File: config.mk
export PLATFORM = sky130hd
export DESIGN_NAME = mem_stage
export DESIGN_NICKNAME = d
export VERILOG_FILES = /design/src/rtl/pipe_pkg.sv /design/src/rtl/mem_wb_reg.sv /design/src/rtl/mem_stage.sv
export SDC_FILE = /design/constraint.sdc
export NUM_CORES = 1
export LEC_CHECK = 0
export BUFFER_PORTS_ARGS = -buffer_cell sky130_fd_sc_hd__buf_2
export CAP_MARGIN = 20
export CORE_ASPECT_RATIO = 0.8
export CORE_UTILIZATION = 42
export DETAILED_ROUTE_END_ITERATION = 8
export GPL_ROUTABILITY_DRIVEN = 0
export PLACE_DENSITY = 0.81
export SLEW_MARGIN = 0
export SYNTH_ARGS = -nofsm -noshare
export SYNTH_HDL_FRONTEND = slang
export SYNTH_SLANG_ARGS = --single-unit
File: constraint.sdc
create_clock -name clk -period 1.9 [get_ports clk]
set_input_delay 0.38 -clock clk [delete_from_list [all_inputs] [get_ports clk]]
set_output_delay 0.38 -clock clk [all_outputs]
set_load 0.02 [all_outputs]
File: src/rtl/pipe_pkg.sv
// Shared definitions for the pipeline: default widths, MEM-stage FSM states
// and the imm8 sign-extension helper.
package pipe_pkg;

  localparam int DATA_W = 16;
  localparam int ADDR_W = 8;
  localparam int REG_W  = 4;

  typedef enum logic {
    IDLE = 1'b0,
    WAIT = 1'b1
  } state_e;

  function automatic logic [DATA_W-1:0] sext_imm8(input logic [7:0] imm);
    return {{(DATA_W-8){imm[7]}}, imm};
  endfunction

endpackage

File: src/rtl/mem_wb_reg.sv
// MEM/WB pipeline register. A bubble zeroes every field; otherwise read data
// is captured only for loads and held for everything else.
module mem_wb_reg
  import pipe_pkg::*;
#(
  parameter int DATA_WIDTH = DATA_W,
  parameter int REG_WIDTH  = REG_W
) (
  input  logic                  clk,
  input  logic                  rst,
  input  logic                  bubble_i,
  input  logic                  load_rdata_i,
  input  logic [DATA_WIDTH-1:0] rdata_i,
  input  logic [DATA_WIDTH-1:0] alu_i,
  input  logic [REG_WIDTH-1:0]  wreg_i,
  input  logic                  regwrite_i,
  input  logic                  memtoreg_i,
  output logic [DATA_WIDTH-1:0] ReadDataW_o,
  output logic [DATA_WIDTH-1:0] alu_outW_o,
  output logic [REG_WIDTH-1:0]  WriteRegW_o,
  output logic                  RegWriteW_o,
  output logic                  MemToRegW_o
);

  logic [DATA_WIDTH-1:0] rdata_q, alu_q;
  logic [REG_WIDTH-1:0]  wreg_q;
  logic                  regwrite_q, memtoreg_q;

  always_ff @(posedge clk or negedge rst) begin
    if (!rst) begin
      rdata_q    <= '0;
      alu_q      <= '0;
      wreg_q     <= '0;
      regwrite_q <= 1'b0;
      memtoreg_q <= 1'b0;
    end else if (bubble_i) begin
      rdata_q    <= '0;
      alu_q      <= '0;
      wreg_q     <= '0;
      regwrite_q <= 1'b0;
      memtoreg_q <= 1'b0;
    end else begin
      if (load_rdata_i) rdata_q <= rdata_i;
      alu_q      <= alu_i;
      wreg_q     <= wreg_i;
      regwrite_q <= regwrite_i;
      memtoreg_q <= memtoreg_i;
    end
  end

  assign ReadDataW_o = rdata_q;
  assign alu_outW_o  = alu_q;
  assign WriteRegW_o = wreg_q;
  assign RegWriteW_o = regwrite_q;
  assign MemToRegW_o = memtoreg_q;

endmodule

File: src/rtl/mem_stage.sv
// MEM pipeline stage: data-memory req/ack handshake with timeout abort,
// branch resolution, MEM-stage forwarding value and the MEM/WB register.
module mem_stage
  import pipe_pkg::*;
#(
  parameter int DATA_WIDTH  = DATA_W,
  parameter int ADDR_WIDTH  = ADDR_W,
  parameter int REG_WIDTH   = REG_W,
  parameter int ACK_TIMEOUT = 15
) (
  input  logic                  clk,
  input  logic                  rst,
  input  logic [ADDR_WIDTH-1:0] PCM_i,
  input  logic [DATA_WIDTH-1:0] WriteDataM_i,
  input  logic [DATA_WIDTH-1:0] imm8M_i,
  input  logic [REG_WIDTH-1:0]  WriteRegM_i,
  input  logic [DATA_WIDTH-1:0] alu_outM_i,
  input  logic                  RegWriteM_i,
  input  logic                  BranchM_i,
  input  logic                  MemReadM_i,
  input  logic                  MemWriteM_i,
  input  logic                  MemToRegM_i,
  input  logic                  MovM_i,
  input  logic                  flush_MEM_WB_i,
  output logic                  dmem_req_o,
  output logic                  dmem_we_o,
  output logic [ADDR_WIDTH-1:0] dmem_addr_o,
  output logic [DATA_WIDTH-1:0] dmem_wdata_o,
  input  logic [DATA_WIDTH-1:0] dmem_rdata_i,
  input  logic                  dmem_ack_i,
  output logic [DATA_WIDTH-1:0] WBResultM_o,
  output logic                  PCSrcM_o,
  output logic [ADDR_WIDTH-1:0] BranchTargetM_o,
  output logic                  stall_mem_o,
  output logic                  mem_err_o,
  output logic [DATA_WIDTH-1:0] ReadDataW_o,
  output logic [DATA_WIDTH-1:0] alu_outW_o,
  output logic [REG_WIDTH-1:0]  WriteRegW_o,
  output logic                  RegWriteW_o,
  output logic                  MemToRegW_o
);

  localparam logic [7:0] TIMEOUT_C = 8'(ACK_TIMEOUT);

  state_e          state_q, state_d;
  logic [7:0]      cnt_q, cnt_d;
  logic            err_q, err_d;
  logic            req_c, stall_c, abort_c, mem_op;
  logic [DATA_W-1:0] imm_sext;

  assign mem_op          = MemReadM_i | MemWriteM_i;
  assign imm_sext        = sext_imm8(imm8M_i[7:0]);
  assign WBResultM_o     = MovM_i ? imm8M_i : alu_outM_i;
  assign PCSrcM_o        = BranchM_i & (alu_outM_i == '0);
  assign BranchTargetM_o = PCM_i + imm_sext[ADDR_WIDTH-1:0];

  assign dmem_we_o    = MemWriteM_i;
  assign dmem_addr_o  = alu_outM_i[ADDR_WIDTH-1:0];
  assign dmem_wdata_o = WriteDataM_i;

  always_comb begin
    state_d = state_q;
    cnt_d   = cnt_q;
    req_c   = 1'b0;
    stall_c = 1'b0;
    abort_c = 1'b0;
    case (state_q)
      IDLE: begin
        if (mem_op) begin
          req_c = 1'b1;
          if (!dmem_ack_i) begin
            stall_c = 1'b1;
            state_d = WAIT;
            cnt_d   = 8'd1;
          end
        end
      end
      WAIT: begin
        req_c = 1'b1;
        if (dmem_ack_i) begin
          state_d = IDLE;
        end else if (cnt_q < TIMEOUT_C) begin
          stall_c = 1'b1;
          cnt_d   = cnt_q + 8'd1;
        end else begin
          abort_c = 1'b1;
          state_d = IDLE;
        end
      end
      default: state_d = IDLE;
    endcase
  end

  assign err_d = err_q | abort_c;

  always_ff @(posedge clk or negedge rst) begin
    if (!rst) begin
      state_q <= IDLE;
      cnt_q   <= '0;
      err_q   <= 1'b0;
    end else begin
      state_q <= state_d;
      cnt_q   <= cnt_d;
      err_q   <= err_d;
    end
  end

  // Reset must kill the request at once even if EX/MEM still holds a mem op.
  assign dmem_req_o  = rst & req_c;
  assign stall_mem_o = rst & stall_c;
  assign mem_err_o   = err_q;

  mem_wb_reg #(
    .DATA_WIDTH(DATA_WIDTH),
    .REG_WIDTH (REG_WIDTH)
  ) u_mem_wb (
    .clk         (clk),
    .rst         (rst),
    .bubble_i    (stall_c | abort_c | flush_MEM_WB_i),
    .load_rdata_i(MemReadM_i & ~MemWriteM_i),
    .rdata_i     (dmem_rdata_i),
    .alu_i       (WBResultM_o),
    .wreg_i      (WriteRegM_i),
    .regwrite_i  (RegWriteM_i),
    .memtoreg_i  (MemToRegM_i),
    .ReadDataW_o (ReadDataW_o),
    .alu_outW_o  (alu_outW_o),
    .WriteRegW_o (WriteRegW_o),
    .RegWriteW_o (RegWriteW_o),
    .MemToRegW_o (MemToRegW_o)
  );

endmodule

==> results of run 1 <==
[cells in the mapped netlist, drive strengths merged]
cell type  number
inv             8
xnor2           4
a311oi          1
nor2b           9
a31o            1
o21a            2
fa              1
or3             1
o2111ai         1
nor4b           1
nor3            3
nor4            4
xor2            1
and2           23
nand3           5
nand2b          4
ha              8
o21ai           5
mux2i           2
o311ai          1
a21oi          20
or2             1
clkbuf          4
and3            1
nand2          37
nor2            7
a31oi           2
o211ai          1
buf            31
dfrtp          48
mux2           16
o41ai           2
nand4           1
[path summary, 6_finish.rpt]
path	start	cells past startpoint	slack, ns	to
max	PCM_i[0]	9	-0.24	BranchTargetM_o[6]
min	rst	2	0.19	cnt_q[0]
max reg2reg	cnt_q[6]	6	0.37	cnt_q[2]
min reg2reg	mem_err_o	1	0.47	mem_err_o
max in group asynchronous	rst	2	0.95	u_mem_wb.ReadDataW_o[0]
min in group clk	WriteRegM_i[0]	2	0.28	u_mem_wb.WriteRegW_o[0]
[per-layer routing]
layer  vias to the layer above  share of wire  GRT usage
met5                         -              0          0
met4                         0          0.013     0.0591
met3                        15          0.047     0.0448
met2                        72           0.50      0.369
met1                      1079           0.44      0.257
li1                       1103              -          -
[repair_timing]
action                                  in CTS  in global routing
resized for setup                           15                  9
buffers inserted                             3                  2
endpoints found under the setup margin       7                  7
pin swaps                                    9                  4
hold buffers                                 1                  0
endpoints found under the hold margin       10                  0
[power breakdown]
part / internal (uW) / switching, uW
clock network: 291 / 333
registers: 1070 / 29.5
logic: 307 / 400
[cell families (layout without fill, tap and decap cells)]
kind of cell | Yosys count | in the layout | share of synthesized area
mux | 18 | 18 | 0.0763
simple gates | 97 | 97 | 0.198
buf+inv | 43 | 180 | 0.109
fa+ha+maj | 9 | 9 | 0.0458
compound gates | 36 | 36 | 0.0968
flops | 48 | 48 | 0.458
xor+xnor | 5 | 5 | 0.0167
[flip-flops by register name, indices dropped and copies added (netlist names)]
| register | count |
|---|---|
| u_mem_wb.ReadDataW_o | 16 |
| u_mem_wb.alu_outW_o | 16 |
| cnt_q | 8 |
| u_mem_wb.WriteRegW_o | 4 |
| mem_err_o | 1 |
| state_q | 1 |
| u_mem_wb.MemToRegW_o | 1 |
| u_mem_wb.RegWriteW_o | 1 |
[area by class of cell]
cell class | count | area (um2) | area share
clock buffers | 6 | 82.6 | 0.0230
flip-flops and latches | 48 | 1200 | 0.334
clock inverters | 1 | 8.76 | 0.00244
well taps | 81 | 101 | 0.0282
repair buffers | 165 | 932 | 0.259
inverters | 8 | 30.0 | 0.00836
multi-input cells | 165 | 1240 | 0.344
[through the flow]
step           setup slack (ns)  hold WS, ns  utilization
6_report                 -0.245        0.188        0.601
5_1_grt                  -0.292        0.219        0.601
4_1_cts                  -0.235        0.198        0.591
3_5_place_dp             -0.302        0.283        0.560
3_3_place_gp             -0.284        0.273        0.560
2_1_floorplan           -0.0171       0.0844            -
==> results_dict.tcl, run 1 <==
set metrics [dict create \
    status "complete, but fails checks" \
    failed_checks "negative setup slack" \
    avgRoutedWirePerCell_um 14.4 \
    cts_max_level 2 \
    antenna_found_initial 0 \
    yosysUniqueCellTypes 41 \
    power_leakage_uw 0.00187 \
    drt.antenna.violating_nets 0 \
    start_kind "primary input" \
    final_common_cell "buf_2" \
    clockBufferDepth 2 \
    wl_um 6840 \
    cp_slowest_cell "o21a_1" \
    die_x_um 90.4 \
    grt_pass1_wl_um 10700 \
    drcViolationCount 0 \
    grt_max_degree 39 \
    tightestPinTransition_ns 0.623 \
    cp_top_family "compound AO/OA/AOI/OAI gates" \
    finalPower_uw 2430 \
    final-hold-violation-count 0 \
    die_area_mm2 0.00657 \
    endpoint_kind "output port" \
    fin_worst_skew_ns 0.00843 \
    synth_top_area_frac 0.458 \
    worst_slack_ns -0.245 \
    syn_area_mm2 0.00262 \
    die_y_um 72.7 \
    power_density_mw_per_mm2 676 \
    slowest_delay_ns 0.23 \
    hp-class "primary input to async pin" \
    cts_sinks 48 \
    place_area_mm2 0.00335 \
    core_area_mm2 0.00597 \
    drive_above_1_share 0.550 \
    portBuffers 144 \
    finalCritPeriodShare 1.13 \
    grt_usage 0.207 \
    grt_pass1_vias 2251 \
    syn_inst 256 \
    dp_hpwl_um 5270 \
    num_io_pins 177 \
    syn-num-nets 351 \
    start_util 0.439 \
    final_cells 474 \
    final_area_mm2 0.00359 \
    fin_nets 488 \
    via_per_inst 4.79 \
    yosys.area.top_type "dfrtp_1" \
    synth_seq_cells 48 \
    tns_ns -0.774 \
    cts_root_buf "clkbuf_8" \
    rsz0062_at_grt "true" \
    first_iter_violations 83 \
    peakVddDrop_v 0.000389 \
    antenna_cells 0 \
    drv_cap 0 \
    setup_viol 6 \
    via_count 2269 \
    path_class "primary input to output port" \
    clk_pin_slew_worst_paths_ns 0.09 \
    dr.pass1.iters 6 \
    yosysSeqAreaShare 0.458 \
    cts_tree "yes" \
    maxSlewViolCount 0 \
    crit_buf_inv 3 \
    worst_ep_required_time_ns 1.52 \
    relSlewSlack 0.585 \
    ys_warn_count 0 \
    syn2layout_area_growth_pct 36.9 \
    synth_area_per_cell_um2 10.2 \
    fillCellCount 542 \
    dp_cells 461 \
    mostFrequentLayoutCells "buf_2 (134), dfrtp_1 (48), nand2_1 (36), buf_4 (23), and2_1 (22)" \
    ys_top_cells_by_area "dfrtp_1 (46%), buf_4 (7.4%), mux2_2 (6.9%)" \
    fin_crit_ns 2.14 \
    clock_latency_ns 0.30 \
    cts_buffers 5 \
    crit_chain "buf_6 -> ha_4 -> inv_2 -> fa_2 -> nor2b_1 -> o21a_1 -> o21a_1 -> o311ai_4 -> buf_6" \
    cp.arrival_ns 1.76 \
    overflow 0 \
    fmax_ghz 0.466 \
    cp_max_fo 3 \
    rows 25 \
]
No activity file was read; power rests on OpenSTA's default activity.
==> inputs of run 2 (changes only) <==
Settings changed: PLACE_DENSITY 0.81 to 0.89, RECOVER_POWER from default to 100, REMOVE_ABC_BUFFERS from default to 1.
==> run 2 against run 1 <==
Effect of this change: the flow still finishes with violations (negative setup slack); register-to-register slack got worse by 0.20 ns; cell area decreased by 5.4%; utilization decreased by 3.2 points; wire length increased by 14%; sequential share of layout area increased by 1.9 points.
==> results_dict.tcl, run 2 (synthesis gave the netlist of run 1 again) <==
set metrics [dict create \
    status "complete, but fails checks" \
    failed_checks "negative setup slack" \
    multi_input_comb_area_mm2 0.00116 \
    met2WireLength_um 3610 \
    fin_nets 487 \
    rows 25 \
    grt_pass1_wl_um 11700 \
    seqCellArea_mm2 0.00120 \
    die_area_mm2 0.00657 \
    cts_buffers 5 \
    cts_tree "yes" \
    switchingPower_uw 738 \
    cts_max_level 2 \
    drt-met1-wl_um 3090 \
    wl_um 7820 \
    final_common_cell "buf_2" \
    drt.antenna.violating_nets 0 \
    final-hold-violation-count 0 \
    avgRoutedWirePerCell_um 16.5 \
    via_count 2356 \
    dr.pass1.iters 5 \
    tightestPinTransition_ns 0.624 \
    drive_above_1_share 0.339 \
    first_iter_violations 104 \
    final_util 0.569 \
    drcViolationCount 0 \
    antenna_cells 0 \
    pwr-share-comb 0.276 \
    mostFrequentLayoutCells "buf_2 (75), clkbuf_1 (63), dfrtp_1 (48), nand2_1 (37), a21oi_1 (17)" \
    cts_sinks 48 \
    rsz0062_at_grt "true" \
    hp-class "primary input to flop" \
    portBuffers 144 \
    cp.arrival_ns 1.84 \
    relSlewSlack 0.584 \
    dp_hpwl_um 6220 \
    whs_ns 0.287 \
    clockBufferDepth 2 \
    intPower_uw 1660 \
    worst_ep_required_time_ns 1.52 \
    grt_max_degree 27 \
    die_y_um 72.7 \
    cp_max_fo 3 \
    power_leakage_uw 0.00161 \
    start_util 0.439 \
    fin_crit_ns 2.22 \
    path_class "primary input to output port" \
    cts_root_buf "clkbuf_8" \
    start_kind "primary input" \
    fillCellCount 589 \
    highest_layer "met5" \
    peakVddDrop_v 0.000394 \
    endpoint_kind "output port" \
    power_density_mw_per_mm2 704 \
    antenna_found_initial 0 \
    syn2layout_area_growth_pct 29.5 \
    seqPwrFrac 0.457 \
    p_sw_frac 0.308 \
    num_io_pins 177 \
    finalPower_uw 2390 \
    setup_viol 7 \
    grt_usage 0.236 \
    worst_slack_ns -0.323 \
    core_area_mm2 0.00597 \
    drv_cap 0 \
    clock_latency_ns 0.29 \
    dr_wl_met3_um 860 \
    p_clk_frac 0.266 \
    clk_pin_slew_worst_paths_ns 0.08 \
    grt_pass1_vias 2347 \
    via_per_inst 4.98 \
    maxSlewViolCount 0 \
    finalCritPeriodShare 1.17 \
    fmax_ghz 0.450 \
    die_x_um 90.4 \
    fin_worst_skew_ns 0.00467 \
    overflow 0 \
]
[run 2: cell types whose count changed in the layout (fill, tap and decap cells not counted), sizes merged]
| cell | change |
|---|---|
| buf | -71 |
| clkbuf | +71 |
| clkinv | -1 |
[run 2: routing by layer]
| layer | vias up | track usage |
|---|---|---|
| li1 | 1106 | - |
| met1 | 1100 | 0.266 |
| met2 | 124 | 0.370 |
| met3 | 24 | 0.132 |
| met4 | 2 | 0.0860 |
| met5 | - | 0.0833 |
[run 2: worst paths after layout]
path	start	endpoint	slack [ns]	cells after the start
setup / recovery	imm8M_i[0]	BranchTargetM_o[6]	-0.32	9
hold / removal	WriteRegM_i[1]	u_mem_wb.WriteRegW_o[1]	0.29	2
setup reg to reg	state_q	u_mem_wb.ReadDataW_o[3]	0.17	5
hold reg to reg	mem_err_o	mem_err_o	0.50	1
max in group asynchronous	rst	cnt_q[4]	0.52	3
min in group asynchronous	rst	mem_err_o	0.49	2
[run 2: worst max-delay path: stages]
cell and delay (ns):
buf_8 0.10, ha_4 0.15, inv_2 0.06, fa_2 0.20
nor2b_1 0.05, o21a_1 0.21, o21a_1 0.24, o311ai_4 0.28
buf_6 0.17
[run 2: power by group through the flow]
stage	registers (uW)	logic, uW	clock network (uW)
6_report	1090	661	638
5_1_grt	1100	712	692
4_1_cts	1090	666	657
3_5_place_dp	1110	641	0
3_3_place_gp	1110	623	0
2_1_floorplan	1160	291	0
[run 2: area by class of cell]
type / instances / area share
multi-input combinational: 165 / 0.340
tap: 81 / 0.0298
clock buffer: 7 / 0.0284
timing repair buffer: 164 / 0.239
sequential: 48 / 0.353
inverter: 8 / 0.00884
[run 2: repair_timing]
action                                  CTS  global route
endpoints found under the hold margin     2             0
resized for setup                        15             8
buffers inserted                          3             1
endpoints found under the setup margin    6             7
hold buffers                              1             0
pin swaps                                 9             2
[run 2: stage by stage]
step	instances	setup TNS, ns	area, um2	setup slack (ns)
4_1_cts	472	-0.948	3490	-0.308
6_report	473	-1.25	3400	-0.323
3_3_place_gp	461	-0.843	3300	-0.406
5_1_grt	473	-1.90	3400	-0.398
2_1_floorplan	221	-0.341	2370	-0.318
3_5_place_dp	461	-1.17	3300	-0.474
